File: config.mk
export PLATFORM = sky130hd
export DESIGN_NAME = trace_dispatcher
export DESIGN_NICKNAME = d
export VERILOG_FILES = /design/src/rtl/cache_pkg.sv /design/src/rtl/trace_fifo.sv /design/src/rtl/trace_dispatcher.sv
export SDC_FILE = /design/constraint.sdc
export NUM_CORES = 1
export LEC_CHECK = 0
export ABC_AREA = 1
export CAP_MARGIN = 15
export CELL_PAD_IN_SITES_DETAIL_PLACEMENT = 0
export CELL_PAD_IN_SITES_GLOBAL_PLACEMENT = 2
export CORE_UTILIZATION = 30
export CTS_BUF_LIST = sky130_fd_sc_hd__clkbuf_8
export DETAILED_ROUTE_END_ITERATION = 12
export PLACE_DENSITY_LB_ADDON = 0.1
export SLEW_MARGIN = 10
export SYNTH_ARGS = -nofsm -noshare
export SYNTH_HDL_FRONTEND = slang
export SYNTH_SLANG_ARGS = --single-unit
export TNS_END_PERCENT = 1
File: constraint.sdc
create_clock -name clk -period 4.9 [get_ports clk]
set_input_delay 0.49 -clock clk [delete_from_list [all_inputs] [get_ports clk]]
set_output_delay 0.49 -clock clk [all_outputs]
set_load 0.005 [all_outputs]
File: src/rtl/cache_pkg.sv
// Shared definitions for the trace front-end and the split L1 caches:
// opcodes, dispatcher FSM states, MESI line states and opcode routing.
package cache_pkg;

    localparam logic [3:0] OP_RD_D  = 4'd0;
    localparam logic [3:0] OP_WR_D  = 4'd1;
    localparam logic [3:0] OP_RD_I  = 4'd2;
    localparam logic [3:0] OP_INV   = 4'd3;
    localparam logic [3:0] OP_SNOOP = 4'd4;
    localparam logic [3:0] OP_CLR   = 4'd8;
    localparam logic [3:0] OP_PRINT = 4'd9;

    typedef enum logic [1:0] {RUN, DRAIN, FINAL, DONE} disp_state_t;

    typedef enum logic [1:0] {INVALID, SHARED, EXCLUSIVE, MODIFIED} states;

    // Returns {to_icache, to_dcache}; 2'b00 marks an opcode that is dropped.
    function automatic logic [1:0] op_route(input logic [3:0] n);
        case (n)
            OP_RD_D, OP_WR_D, OP_INV, OP_SNOOP: op_route = 2'b01;
            OP_RD_I:                            op_route = 2'b10;
            OP_CLR, OP_PRINT:                   op_route = 2'b11;
            default:                            op_route = 2'b00;
        endcase
    endfunction

endpackage

File: src/rtl/trace_fifo.sv
// Synchronous FIFO; natural-wrap pointers, separate count register for full/empty.
module trace_fifo #(
    parameter int unsigned DEPTH = 4,
    parameter int unsigned W     = 36
) (
    input  logic         clk,
    input  logic         rst,
    input  logic         i_push,
    input  logic [W-1:0] i_wdata,
    input  logic         i_pop,
    output logic [W-1:0] o_rdata,
    output logic         o_empty,
    output logic         o_full
);

    localparam int unsigned PW   = $clog2(DEPTH);
    localparam int unsigned CNTW = PW + 1;

    logic [W-1:0]    r_mem [DEPTH];
    logic [PW-1:0]   r_wr_ptr;
    logic [PW-1:0]   r_rd_ptr;
    logic [CNTW-1:0] r_count;
    logic            w_do_push;
    logic            w_do_pop;

    assign o_empty   = (r_count == '0);
    assign o_full    = (r_count == CNTW'(DEPTH));
    assign w_do_push = i_push && !o_full;
    assign w_do_pop  = i_pop && !o_empty;
    assign o_rdata   = r_mem[r_rd_ptr];

    always_ff @(posedge clk) begin
        if (w_do_push) r_mem[r_wr_ptr] <= i_wdata;
    end

    always_ff @(posedge clk or negedge rst) begin
        if (!rst) begin
            r_wr_ptr <= '0;
            r_rd_ptr <= '0;
            r_count  <= '0;
        end else begin
            if (w_do_push) r_wr_ptr <= r_wr_ptr + PW'(1);
            if (w_do_pop)  r_rd_ptr <= r_rd_ptr + PW'(1);
            if (w_do_push && !w_do_pop)      r_count <= r_count + CNTW'(1);
            else if (w_do_pop && !w_do_push) r_count <= r_count - CNTW'(1);
        end
    end

endmodule

File: src/rtl/trace_dispatcher.sv
// Buffers trace records and routes them to the D/I caches with per-opcode stats;
// at end of trace drains, optionally broadcasts a print, then raises done.
module trace_dispatcher
    import cache_pkg::*;
#(
    parameter int unsigned DEPTH = 4,
    parameter int unsigned AW    = 32,
    parameter int unsigned CW    = 32,
    parameter int unsigned MODE  = 0
) (
    input  logic          clk,
    input  logic          rst,
    input  logic          cmd_valid,
    output logic          cmd_ready,
    input  logic [3:0]    cmd_n,
    input  logic [AW-1:0] cmd_addr,
    input  logic          trace_eof,
    output logic          d_valid,
    output logic [3:0]    d_n,
    output logic [AW-1:0] d_addr,
    output logic          i_valid,
    output logic [3:0]    i_n,
    output logic [AW-1:0] i_addr,
    output logic [CW-1:0] cnt_rd,
    output logic [CW-1:0] cnt_wr,
    output logic [CW-1:0] cnt_if,
    output logic [CW-1:0] cnt_l2,
    output logic [CW-1:0] cnt_bad,
    output logic          done,
    output logic [1:0]    dbg_state
);

    disp_state_t   r_state;
    logic          r_d_valid, r_i_valid, r_done;
    logic [3:0]    r_d_n, r_i_n;
    logic [AW-1:0] r_d_addr, r_i_addr;
    logic [CW-1:0] r_cnt_rd, r_cnt_wr, r_cnt_if, r_cnt_l2, r_cnt_bad;

    logic          w_push, w_pop, w_empty, w_full;
    logic [AW+3:0] w_head;
    logic [3:0]    w_head_n;
    logic [AW-1:0] w_head_addr;
    logic [1:0]    w_route;

    // cmd_valid/cmd_ready: a record transfers on any cycle where both are high;
    // cmd_ready depends only on registered state, never on cmd_valid.
    assign cmd_ready   = !w_full && (r_state == RUN);
    assign w_push      = cmd_valid && cmd_ready;
    assign w_pop       = !w_empty && ((r_state == RUN) || (r_state == DRAIN));
    assign w_head_n    = w_head[AW+3:AW];
    assign w_head_addr = w_head[AW-1:0];
    assign w_route     = op_route(w_head_n);

    trace_fifo #(
        .DEPTH (DEPTH),
        .W     (AW + 4)
    ) u_fifo (
        .clk     (clk),
        .rst     (rst),
        .i_push  (w_push),
        .i_wdata ({cmd_n, cmd_addr}),
        .i_pop   (w_pop),
        .o_rdata (w_head),
        .o_empty (w_empty),
        .o_full  (w_full)
    );

    always_ff @(posedge clk or negedge rst) begin
        if (!rst) begin
            r_state   <= RUN;
            r_d_valid <= 1'b0;
            r_i_valid <= 1'b0;
            r_d_n     <= '0;
            r_i_n     <= '0;
            r_d_addr  <= '0;
            r_i_addr  <= '0;
            r_cnt_rd  <= '0;
            r_cnt_wr  <= '0;
            r_cnt_if  <= '0;
            r_cnt_l2  <= '0;
            r_cnt_bad <= '0;
            r_done    <= 1'b0;
        end else begin
            r_d_valid <= 1'b0;
            r_i_valid <= 1'b0;
            if (w_pop) begin
                if (w_route[0]) begin
                    r_d_valid <= 1'b1;
                    r_d_n     <= w_head_n;
                    r_d_addr  <= w_head_addr;
                end
                if (w_route[1]) begin
                    r_i_valid <= 1'b1;
                    r_i_n     <= w_head_n;
                    r_i_addr  <= w_head_addr;
                end
                case (w_head_n)
                    OP_RD_D:          r_cnt_rd  <= r_cnt_rd + CW'(1);
                    OP_WR_D:          r_cnt_wr  <= r_cnt_wr + CW'(1);
                    OP_RD_I:          r_cnt_if  <= r_cnt_if + CW'(1);
                    OP_INV, OP_SNOOP: r_cnt_l2  <= r_cnt_l2 + CW'(1);
                    OP_CLR, OP_PRINT: ;
                    default:          r_cnt_bad <= r_cnt_bad + CW'(1);
                endcase
            end
            case (r_state)
                RUN:   if (trace_eof) r_state <= DRAIN;
                // Empty FIFO means no pop can happen in this cycle either.
                DRAIN: if (w_empty) r_state <= (MODE == 0) ? FINAL : DONE;
                FINAL: begin
                    r_d_valid <= 1'b1;
                    r_i_valid <= 1'b1;
                    r_d_n     <= OP_PRINT;
                    r_i_n     <= OP_PRINT;
                    r_d_addr  <= '0;
                    r_i_addr  <= '0;
                    r_state   <= DONE;
                end
                DONE:  r_done <= 1'b1;
                default: r_state <= RUN;
            endcase
        end
    end

    assign d_valid   = r_d_valid;
    assign d_n       = r_d_n;
    assign d_addr    = r_d_addr;
    assign i_valid   = r_i_valid;
    assign i_n       = r_i_n;
    assign i_addr    = r_i_addr;
    assign cnt_rd    = r_cnt_rd;
    assign cnt_wr    = r_cnt_wr;
    assign cnt_if    = r_cnt_if;
    assign cnt_l2    = r_cnt_l2;
    assign cnt_bad   = r_cnt_bad;
    assign done      = r_done;
    assign dbg_state = r_state;

endmodule

* Word-level counts from Yosys, hierarchy flattened
Memories as Yosys holds them, arrays and structs flattened.
Index checks and enable logic that the tools add are counted.
W data, S select, Z words.
** Word-level totals
- Register bits :: 244
- Bits in latches :: 0
- Memory bits (writable) :: 144
- Memory bits (read-only) :: 0
- Input bits :: 40
- Word-level logic and storage cells :: 97
- Memories kept :: 1
** Operators by class
- $add $sub $neg :: 9
- $mul :: 0
- Divide/modulo/power cells :: 0
- Order comparisons :: 0
- Eq/ne operators :: 12
- Shift-type cells :: 0
- Muxes and demuxes :: 26
- Bitwise logic cells :: 1
- Reduce and logical (&&, ||, !) cells :: 32
** Memories
- u_fifo.r_mem :: depth 4, bits a word 36, read ports 1, clocked after Yosys merged registers in 0, wr ports 1, line trace_fifo.sv:19 : logic [W-1:0] r_mem [DEPTH];
** Operators with widths (count)
- $mux W32 :: 6
- $add A32 B1 Y32 const B :: 5
- $mux W4 :: 6
- $reduce_and A2 Y1 :: 7
- $pmux W2 S3 :: 2
- $eq A4 B2 Y1 const B :: 2
- $eq A4 B4 Y1 const B :: 2
- $mux W1 :: 8
- $reduce_bool A2 Y1 :: 4
- $logic_and A1 B1 Y1 :: 7
- $reduce_or A7 Y1 :: 1
- $mux W3 :: 2
- $add A2 B1 Y2 const B :: 2
- $eq A2 B2 Y1 const B :: 2
- $eq A4 B1 Y1 const B :: 1
- $eq A4 B3 Y1 const B :: 1
- $logic_not A1 Y1 :: 4
- $logic_not A4 Y1 :: 1
- $mux W2 :: 2
- $reduce_or A2 Y1 :: 2
- $reduce_or A4 Y1 :: 1
- $add A3 B1 Y3 const B :: 1
- $eq A3 B3 Y1 const B :: 1
- $logic_not A3 Y1 :: 1
- other kinds (9) :: 9

* Depth between registers and ports, before layout
Gate-level depths: netlist of the first run.
- Depth after elaboration :: 9
- Mapped depth :: 13
- Gate-level depth less buffers :: 12

* Hierarchy
From an unflattened synthesis of the first run, not the netlist that was laid out.
** Unflattened totals
- Cell total of the unflattened synthesis :: 2106
- Area total of the unflattened synthesis :: 18529.0 µm²
** By module, submodules not included
- trace_dispatcher :: times used 1, cells an instance 1625, area an instance 12289.3 µm², sequential area each 5930.7 µm²
- trace_fifo :: times used 1, cells an instance 481, area an instance 6239.7 µm², sequential area each 4499.3 µm²

* Worst setup path before layout of the first run
OpenSTA, ideal clock, no wires.
- Path kind :: reg-to-reg
- Start :: register r_state[0] (netlist: dbg_state[0])
- End :: memory u_fifo.r_mem[0][0] (enable)
- Setup time :: 0.429 ns
- Arrival time :: 2.661 ns
- Path slack :: 1.810 ns
- Cell stages (with the launch flop) :: 7
- Buffers on the path :: 0
- Path through :: dfrtp_1 -> inv_1 -> ha_1 -> inv_1 -> a31oi_1 -> nand2_1 -> nor2_1
** On the way
- Longest elaborated chain between the ends :: 6
** Ends and longest elaborated chain
- start, declared :: line trace_dispatcher.sv:33 : disp_state_t r_state;
- start signal, assigned :: line trace_dispatcher.sv:109 : DRAIN: if (w_empty) r_state <= (MODE == 0) ? FINAL : DONE;
- $logic_not A2 Y1 :: line trace_dispatcher.sv:47 : assign cmd_ready = !w_full && (r_state == RUN);
- $logic_and A1 B1 Y1 :: line trace_dispatcher.sv:47
- net cmd_ready :: line trace_dispatcher.sv:14 : output logic cmd_ready,
- $logic_and A1 B1 Y1 :: line trace_dispatcher.sv:48 : assign w_push = cmd_valid && cmd_ready;
- $logic_and A1 B1 Y1 :: line trace_fifo.sv:28 : assign w_do_push = i_push && !o_full;
- $mux W1 :: line trace_fifo.sv:33 : if (w_do_push) r_mem[r_wr_ptr] <= i_wdata;
- $mux W1 (implied by the code) :: line trace_fifo.sv:33
- end, declared :: line trace_fifo.sv:19
The timed path passes the listed nets, and every way through them passes these cells.

* Worst setup path after layout of the first run
- Start :: register u_fifo.r_rd_ptr[0]
- End :: register r_cnt_if[5] (netlist: cnt_if[5])
** On the way
- Longest elaborated chain between the ends :: 3
** Ends and longest elaborated chain
- start, declared :: line trace_fifo.sv:21 : logic [PW-1:0] r_rd_ptr;
- start signal, assigned :: line trace_fifo.sv:43 : if (w_do_pop) r_rd_ptr <= r_rd_ptr + PW'(1);
- $mem_v2 Z4 W36
- $eq A4 B2 Y1 :: line trace_dispatcher.sv:97 : case (w_head_n)
- $reduce_and A2 Y1 (no line)
- end signal, assigned :: line trace_dispatcher.sv:100 : OP_RD_I: r_cnt_if <= r_cnt_if + CW'(1);
- end, declared :: line trace_dispatcher.sv:37 : logic [CW-1:0] r_cnt_rd, r_cnt_wr, r_cnt_if, r_cnt_l2, r_cnt_bad;
Every way passes these cells.
A chain may end at the register's enable or synchronous reset.

==> flow_summary_export.csv, run 1 <==
group,metric,value,unit
route,ant_nets,0,
yosys,syn_nets,2291,
global_routing,antenna_found_initial,4,
worst_setup_path,path_buf_inv,3,
route,drt-wirelength-per-cell,17.8,um
pwr,powerDensity,273,nW/um2
clocking,ctsHtreeMaxLevel,3,
cells_and_area,area_delta_synth_final,26.5,%
clocking,cts_resized,0,
hold_path,holdPathStages,1,
worst_setup_path,critPathSlowestCell,"inv_2",
worst_setup_path,start_kind,"flip-flop",
hold_path,hold_end,"u_fifo.r_mem[0][4]$_DFFE_PP_",
route,drtPass1Iterations,5,
yosys,synth_area_leaders,"dfrtp_1, edfxtp_1, nand2_1",
clocking,cts-root-buf,"clkbuf_8",
timing,tightest_slew,0.924,ns
cells_and_area,seq_area,10400,um2
yosys,synth_top_area_frac,0.322,
worst_setup_path,end_kind,"flip-flop",
route,routed_wl,61.1,mm
clocking,clk_latency,0.67,ns
timing,final.period_utilization,0.647,
clocking,cts_buffer_depth,3,
cells_and_area,fillers,6386,
yosys,postSynthAreaPerCell,8.49,um2
timing,rsz0062_at_grt,"no",
cells_and_area,final_nets,2586,
timing,slew_violations,0,
place,gp_congestion,0.834,
global_routing,grt_pass1_vias,15842,
worst_setup_path,cp_max_fo,73,
yosys,yosysTopAreaCell,"dfrtp_1",
timing,final-setup-viol-count,0,
worst_setup_path,rr_startpoint,"u_fifo.r_rd_ptr[0]$_DFFE_PN0P_",
global_routing,grt_start_max_net_pins,98,
worst_setup_path,worstReg2RegEnd,"cnt_if[5]$_DFFE_PN0P_",
yosys,yosysWarningCount,0,
route,num_vias,15776,
floorplanning,fp-row-count,91,
global_routing,overflow,0,
timing,fin_ws,1.73,ns
timing,fin_crit,3.17,ns
worst_setup_path,worstRegToRegCells,9,
clocking,cts_tree,"yes",
pwr,ir_drop,149,uV
route,drc_errors,0,
floorplanning,io-pin-count,278,
clocking,clk_pin_slew,0.06,ns
floorplanning,die_w,254,um
global_routing,groute.usage.overall,0.191,
pwr,power.total,0.00656,W
worst_setup_path,worstPathArrival,3.73,ns
yosys,ys_ff_latch,388,
pwr,leakage,10.1,nW
timing,skew,0.0399,ns
hold_path,worstHoldStart,"cmd_addr[4]",
floorplanning,dieArea,64300,um2
place,place_inst,3289,
timing,fin_setup_tns,0,ns
timing,max_slew_margin,0.383,
floorplanning,core_area,62200,um2
place,dpl.hpwl,41.7,mm
yosys,yosysSeqAreaShare,0.549,
cells_and_area,stdcell_count,3428,
worst_setup_path,crit_type,"flip-flop to flip-flop",
yosys,synth_area,19000,um2
cells_and_area,final_util,0.386,
timing,hold_violations,0,
yosys,ys_types,34,
worst_setup_path,cp.required,5.46,ns
global_routing,grt_pass1_wl,94.3,mm
job,maxCapViolCount,0,
yosys,syn_inst,2235,
place,port_buffers,277,
place,pre_cts_ws,1.64,ns
worst_setup_path,r2r_slack,1.73,ns
worst_setup_path,slowest_delay,0.77,ns
floorplanning,die_h,254,um
clocking,numCtsBuffers,75,
cells_and_area,multi_input_area,7620,um2
timing,fmax,316,MHz
route,initialDrtViolationCount,871,
route,via_per_inst,4.60,
worst_setup_path,crit_chain,"buf_4 -> nand2_1 -> nand3_1 -> nand2_2 -> inv_2 -> nand4_2 -> inv_2 -> o21ai_0 -> o21ai_0",
worst_setup_path,critPathTopFamily,"buffers and inverters",
cells_and_area,drive_gt1_frac,0.0591,
clocking,clock-sinks,388,
floorplanning,start_util,0.305,
run_status,outcome,"finished clean",
hold_path,min_path_type,"primary input to flip-flop",
-- cell families (layout without fill, tap and decap cells) --
group	count (synthesis)	after routing	share of synthesized area
DFF	388	388	0.549
other	0	2	0
buffers and inverters	226	580	0.0508
xor gates and xnor gates	119	119	0.0549
AOI/OAI and AO/OA	179	179	0.0474
adders and majority gates	16	16	0.0109
and+or+nand+nor	1307	1307	0.287
-- layer usage --
layer | GRT usage | part of all wire
met5 | 0 | 0.00044
met4 | 0.0578 | 0.024
met3 | 0.0425 | 0.048
met2 | 0.310 | 0.47
met1 | 0.253 | 0.46
-- cells in the final DEF (no fill, tap or decap), types with 15 or more instances in the layout --
| master | netlist | layout |
|---|---|---|
| nor2_1 | 317 | 313 |
| o21ai_1 | 21 | 21 |
| buf_4 | 12 | 15 |
| edfxtp_1 | 144 | 144 |
| dfrtp_1 | 244 | 243 |
| inv_1 | 139 | 173 |
| nand2_1 | 693 | 692 |
| nor3_1 | 72 | 72 |
| o21ai_0 | 119 | 119 |
| xor2_1 | 74 | 74 |
| clkdlybuf4s50_1 | 0 | 276 |
| xnor2_1 | 45 | 45 |
| ha_1 | 15 | 15 |
| nand4_1 | 18 | 18 |
| clkbuf_8 | 0 | 83 |
| a21oi_1 | 37 | 37 |
| nand3_1 | 174 | 174 |
-- sequential cells by signal (all words and copies together), names as in the netlist, 4 cells and up --
| register | cells |
|---|---|
| d_n | 4 |
| cnt_rd | 32 |
| i_addr | 32 |
| i_n | 4 |
| cnt_bad | 32 |
| cnt_l2 | 32 |
| cnt_wr | 32 |
| cnt_if | 32 |
| d_addr | 32 |
| u_fifo.r_mem | 144 |
-- report_power, final --
group	switching (W)	internal, W
logic	0.0000609	0.0000311
clock network	0.00152	0.00158
registers	0	0.00337
-- what timing repair did --
item / in CTS / in global routing
hold endpoints to repair: 88 / 0
endpoints found under the setup margin: 0 / 0
hold buffers: 1 / 0
buffers inserted: 0 / 0
-- stage by stage --
step	instance area (um2)	hold WS (ns)
6_report	24000	0.468
5_1_grt	24000	0.418
4_1_cts	24000	0.382
3_5_place_dp	22600	0.462
3_3_place_gp	22600	0.455
2_1_floorplan	19000	0.194
-- worst max-delay path by stage --
stage | from | to | cells past startpoint
after floorplan | dbg_state[0]$_DFFE_PN0P_ | u_fifo.r_mem[0][0]$_DFFE_PP_ | 6
after global placement | u_fifo.r_rd_ptr[0]$_DFFE_PN0P_ | cnt_if[8]$_DFFE_PN0P_ | 10
after detailed placement | u_fifo.r_rd_ptr[0]$_DFFE_PN0P_ | cnt_if[5]$_DFFE_PN0P_ | 9
after CTS | u_fifo.r_rd_ptr[1]$_DFFE_PN0P_ | cnt_if[5]$_DFFE_PN0P_ | 10
after global routing | u_fifo.r_rd_ptr[0]$_DFFE_PN0P_ | cnt_if[5]$_DFFE_PN0P_ | 9
final | u_fifo.r_rd_ptr[0]$_DFFE_PN0P_ | cnt_if[5]$_DFFE_PN0P_ | 9
-- cells in the mapped netlist (all sizes together) --
cell type	number
a21oi	37
xor2	74
fa	1
xnor2	45
nand2	704
nor3	72
buf	47
o21ai	141
nand3b	11
or2	1
nor2	321
ha	15
inv	149
dfrtp	244
edfxtp	144
nand3	177
nand4	21
clkinv	1
clkbuf	29
a31oi	1
-- cell type report --
cell class	instances	share of cell area
flip-flops and latches	388	0.434
multi-input cells	1621	0.317
repair buffers	294	0.122
clock buffers	83	0.0476
well taps	837	0.0436
inverters	150	0.0237
clock inverters	53	0.0115
diodes	2	0.000208
-- worst register-to-register path, delay by kind of cell (launching register included) --
kind / cells / cell delay (ns)
AOI/OAI and AO/OA: 2 / 0.29
DFF: 1 / 0.36
and+or+nand+nor: 4 / 0.93
buffers and inverters: 3 / 1.48
No activity file was read; power rests on OpenSTA's default activity.
==> run 2, diff against run 1 <==
Clock period 4.9 ns to 3.05 ns, I/O delays scaled along.
==> flow_summary_export.csv, run 2 (same netlist as run 1, synthesis figures left out) <==
group,metric,value,unit
run_status,outcome,"finished clean",
place,pre_cts_ws,0.505,ns
global_routing,grt_pass1_wl,93.6,mm
cells_and_area,drive_gt1_frac,0.0702,
timing,fmax,389,MHz
global_routing,antenna_found_initial,5,
pwr,switching_share,0.236,
worst_setup_path,worstReg2RegEnd,"i_n[2]$_DFFE_PN0P_",
floorplanning,fp-row-count,91,
timing,rsz0062_at_grt,"no",
cells_and_area,final_util,0.390,
worst_setup_path,cp.required,2.74,ns
worst_setup_path,r2r_slack,0.50,ns
job,maxCapViolCount,0,
floorplanning,dieArea,64300,um2
floorplanning,start_util,0.305,
timing,fin_ws,0.482,ns
clocking,cts_tree,"yes",
pwr,powerDensity,447,nW/um2
floorplanning,io-pin-count,278,
cells_and_area,mostFrequentLayoutCells,"nand2_1, nor2_1, clkdlybuf4s50_1, dfrtp_1, nand3_1",
floorplanning,core_area,62200,um2
clocking,cts-root-buf,"clkbuf_8",
worst_setup_path,rr_startpoint,"u_fifo.r_rd_ptr[0]$_DFFE_PN0P_",
timing,final.period_utilization,0.842,
pwr,pwr-share-comb,0.014,
worst_setup_path,start_kind,"flip-flop",
worst_setup_path,end_kind,"output pin",
route,num_vias,15956,
timing,hold_violations,0,
timing,skew,0.0351,ns
route,ant_nets,0,
route,drc_errors,0,
clocking,clock-sinks,388,
timing,fin_crit,2.57,ns
hold_path,min_path_type,"primary input to async pin",
cells_and_area,area_delta_synth_final,27.9,%
route,via_per_inst,4.63,
route,initialDrtViolationCount,930,
clocking,numCtsBuffers,77,
place,port_buffers,277,
worst_setup_path,critical_path.endpoint,"cmd_ready",
clocking,post-cts-setup-buffers,0,
floorplanning,die_w,254,um
route,drtPass1Iterations,7,
route,routed_wl,60.7,mm
timing,max_slew_margin,0.531,
global_routing,grt_start_max_net_pins,72,
global_routing,grt_pass1_vias,15658,
worst_setup_path,worstPathArrival,2.26,ns
pwr,p_switching,0.00256,W
clocking,clk_latency,0.66,ns
cells_and_area,largest_reg_flops,144,
cells_and_area,mostFrequentLayoutCell,"nand2_1",
cells_and_area,final_nets,2601,
place,dpl.hpwl,41.8,mm
pwr,leakage,10.2,nW
global_routing,groute.usage.overall,0.190,
worst_setup_path,cp_max_fo,6,
timing,fin_setup_tns,0,ns
pwr,p_clk_frac,0.487,
clocking,clk_pin_slew,0.05,ns
route,drt-wirelength-per-cell,17.6,um
pwr,power.total,0.0108,W
clocking,cts_buffer_depth,3,
clocking,ctsHtreeMaxLevel,3,
timing,tightest_slew,0.703,ns
timing,final-setup-viol-count,0,
cells_and_area,regMostFlops,"u_fifo.r_mem",
pwr,p_seq_frac,0.499,
worst_setup_path,worstRegToRegCells,11,
worst_setup_path,critPathLaunch,"dbg_state[0]$_DFFE_PN0P_",
timing,slew_violations,0,
floorplanning,die_h,254,um
worst_setup_path,crit_type,"flip-flop to output pin",
pwr,p_int,0.00829,W
place,gp_congestion,0.832,
pwr,ir_drop,279,uV
global_routing,overflow,0,
-- run 2: cell types whose count changed in the layout (fill, tap and decap cells not counted), sizes merged --
| cell | previous run | this run |
|---|---|---|
| buf | 17 | 30 |
| clkbuf | 83 | 94 |
| clkinv | 17 | 23 |
| diode | 2 | 1 |
| inv | 186 | 172 |
-- run 2: power groups by stage --
stage | sequential (W) | combinational (W) | clock (W)
6_report | 0.00542 | 0.000148 | 0.00528
5_1_grt | 0.00541 | 0.000169 | 0.00573
4_1_cts | 0.00542 | 0.000157 | 0.00550
3_5_place_dp | 0.00551 | 0.000155 | 0
3_3_place_gp | 0.00551 | 0.000152 | 0
2_1_floorplan | 0.00552 | 0.00000000394 | 0
-- run 2: worst min path at each step --
stage,start,to,slack (ns),depth (start not counted)
4_1_cts,cmd_addr[13],u_fifo.r_mem[1][13]$_DFFE_PP_,0.19,1
3_3_place_gp,rst,cnt_if[21]$_DFFE_PN0P_,0.35,1
5_1_grt,cmd_addr[13],u_fifo.r_mem[1][13]$_DFFE_PP_,0.21,1
2_1_floorplan,rst,cnt_bad[0]$_DFFE_PN0P_,0.009,0
3_5_place_dp,rst,cnt_if[18]$_DFFE_PN0P_,0.35,1
6_report,rst,cnt_if[18]$_DFFE_PN0P_,0.23,2
-- run 2: final cells by class --
class / instances / area [um2]
diodes: 1 / 2.50
clock inverters: 45 / 254
well taps: 837 / 1050
multi-input cells: 1621 / 7620
clock buffers: 94 / 1290
inverters: 150 / 568
fillers: 6476 / 37900
repair buffers: 307 / 3060
flip-flops and latches: 388 / 10400
-- run 2: worst max-delay path, cell delays in order, from the launching register on --
cell and delay [ns]:
dfrtp_1 0.45, inv_1 0.12, ha_1 0.18, inv_1 0.07, a31oi_1 0.20, clkdlybuf4s50_1 0.60
-- run 2: per-stage QoR --
stage | hold slack [ns] | cell area, um2 | cells
final | 0.233 | 24300 | 3443
after global routing | 0.205 | 24300 | 3443
after CTS | 0.186 | 24300 | 3442
after detailed placement | 0.345 | 22700 | 3302
after global placement | 0.347 | 22700 | 3302
after floorplan | 0.00941 | 19000 | 2235
-- run 2: metal layers --
metal | wire [um] | GRT usage
met4 | 1230 | 0.0506
met2 | 28200 | 0.308
met5 | 42 | 0
met1 | 28000 | 0.255
met3 | 3180 | 0.0405
-- run 2: timing repair --
action / 4_1_cts / 5_1_grt
gates resized for setup: 0 / 0
hold buffers: 1 / 0
hold endpoints to repair: 67 / 0
==> run 3, diff against run 2 <==
Clock period 3.05 ns to 2.59 ns, I/O delays scaled along.
==> flow_summary_export.csv, run 3 (same netlist as run 1, synthesis figures left out) <==
group,metric,value,unit
run_status,outcome,"finished clean",
job,maxCapViolCount,0,
cells_and_area,finalInstanceArea,24300,um2
clocking,cts-root-buf,"clkbuf_8",
cells_and_area,fillers,6372,
pwr,p_seq_frac,0.500,
place,gp_congestion,0.849,
worst_setup_path,critPathSlowestCell,"dfrtp_1",
floorplanning,die_w,254,um
cells_and_area,stdcell_count,3447,
route,drc_errors,0,
hold_path,min_path_type,"primary input to async pin",
timing,hold_violations,0,
timing,slew_violations,0,
global_routing,grt_start_max_net_pins,55,
timing,rsz0062_at_grt,"no",
global_routing,antenna_found_initial,4,
floorplanning,dieArea,64300,um2
timing,fmax,441,MHz
clocking,clk_latency,0.68,ns
pwr,leakage,10.2,nW
pwr,p_int,0.00980,W
clocking,cts_buffer_depth,3,
cells_and_area,seq_area,10400,um2
global_routing,grt_pass1_wl,94.8,mm
worst_setup_path,end_kind,"flip-flop",
timing,final.period_utilization,0.876,
pwr,switching_share,0.232,
floorplanning,start_util,0.305,
cells_and_area,final_nets,2606,
clocking,cts_tree,"yes",
timing,final-setup-viol-count,0,
pwr,powerDensity,524,nW/um2
global_routing,groute.usage.overall,0.193,
cells_and_area,largest_reg_flops,144,
place,dpl_cell_area,22800,um2
route,drtPass1Iterations,5,
cells_and_area,multi_input_area,7620,um2
cells_and_area,area_delta_synth_final,28.2,%
route,drt-wirelength-per-cell,17.9,um
worst_setup_path,crit_chain,"inv_1 -> ha_1 -> inv_1 -> a31oi_1 -> nand2_1 -> inv_1 -> ha_1 -> inv_1 -> fa_1 -> a21oi_1 -> o21ai_0 -> xor2_1",
route,routed_wl,61.7,mm
place,port_buffers,277,
clocking,clock-sinks,388,
worst_setup_path,worstPathArrival,2.78,ns
clocking,post-cts-setup-buffers,0,
place,place_inst,3308,
clocking,numCtsBuffers,76,
cells_and_area,regMostFlops,"u_fifo.r_mem",
floorplanning,fp-row-count,91,
worst_setup_path,cp_max_fo,6,
global_routing,overflow,0,
pwr,pwr-share-comb,0.014,
cells_and_area,mostFrequentLayoutCell,"nand2_1",
pwr,p_clk_frac,0.486,
worst_setup_path,cp.required,3.10,ns
worst_setup_path,slowest_delay,0.44,ns
floorplanning,die_h,254,um
worst_setup_path,start_kind,"flip-flop",
worst_setup_path,crit_type,"flip-flop to flip-flop",
cells_and_area,mostFrequentLayoutCells,"nand2_1, nor2_1, clkdlybuf4s50_1, dfrtp_1, nand3_1",
timing,tightest_slew,0.654,ns
place,dpl.hpwl,42.2,mm
route,initialDrtViolationCount,1024,
clocking,ctsHtreeMaxLevel,3,
worst_setup_path,path_buf_inv,4,
worst_setup_path,path_common_cell,"inv_1",
worst_setup_path,critPathTopFamily,"adder cells",
route,ant_nets,0,
clocking,clk_pin_slew,0.06,ns
pwr,ir_drop,360,uV
timing,max_slew_margin,0.563,
timing,fin_crit,2.27,ns
route,num_vias,15903,
floorplanning,io-pin-count,278,
floorplanning,core_area,62200,um2
route,via_per_inst,4.61,
timing,skew,0.0457,ns
global_routing,grt_pass1_vias,15743,
cells_and_area,drive_gt1_frac,0.0667,
pwr,p_switching,0.00296,W
==> run 3: stage by stage <==
step                      worst slack (ns)  setup TNS [ns]  utilization  power [W]  hold WS [ns]
after floorplan                     -0.500          -71.99            -    0.00650       -0.0366
after global placement               0.314               0        0.367    0.00668         0.225
after detailed placement             0.309               0        0.367    0.00668         0.218
after CTS                            0.276               0        0.391     0.0131        0.0740
after global routing                0.0736               0        0.392     0.0133         0.103
final                                0.321               0        0.392     0.0128         0.131
==> run 3: power groups by stage <==
stage	registers [W]	clock network (W)	logic [W]
2_1_floorplan	0.00650	0	0.00000000397
3_3_place_gp	0.00649	0	0.000184
3_5_place_dp	0.00649	0	0.000188
4_1_cts	0.00638	0.00649	0.000191
5_1_grt	0.00637	0.00672	0.000205
6_report	0.00638	0.00619	0.000180
==> run 3: cell type report <==
| type | count | area share |
|---|---|---|
| flip-flops and latches | 388 | 0.429 |
| multi-input cells | 1621 | 0.313 |
| repair buffers | 313 | 0.129 |
| clock buffers | 89 | 0.0503 |
| well taps | 837 | 0.0430 |
| inverters | 150 | 0.0233 |
| clock inverters | 47 | 0.0121 |
| diodes | 2 | 0.000206 |
==> run 3: metal layers <==
layer | routed length (um) | track usage | share of wire | vias up
met2 | 28700 | 0.312 | 0.47 | 350
li1 | - | - | - | 7878
met1 | 28400 | 0.257 | 0.46 | 7580
met4 | 1050 | 0.0487 | 0.017 | 4
met5 | 26 | 0 | 0.00042 | -
met3 | 3530 | 0.0462 | 0.057 | 91
==> run 3: worst paths after layout <==
path | start | slack, ns | depth (start not counted) | to
max in group asynchronous | rst | 1.69 | 3 | cnt_rd[18]$_DFFE_PN0P_
min reg2reg | i_addr[18]$_DFFE_PN0P_ | 0.47 | 2 | i_addr[18]$_DFFE_PN0P_
min in group clk | cmd_addr[15] | 0.22 | 1 | u_fifo.r_mem[1][15]$_DFFE_PP_
min | rst | 0.13 | 2 | cnt_if[18]$_DFFE_PN0P_
max | dbg_state[0]$_DFFE_PN0P_ | 0.32 | 12 | u_fifo.r_count[2]$_DFFE_PN0P_
max reg2reg | dbg_state[0]$_DFFE_PN0P_ | 0.32 | 12 | u_fifo.r_count[2]$_DFFE_PN0P_
==> run 3: what timing repair did <==
action | 4_1_cts | 5_1_grt
setup endpoints to repair | 1 | 0
endpoints found under the hold margin | 217 | 0
hold buffers | 1 | 0
gates resized for setup | 1 | 0
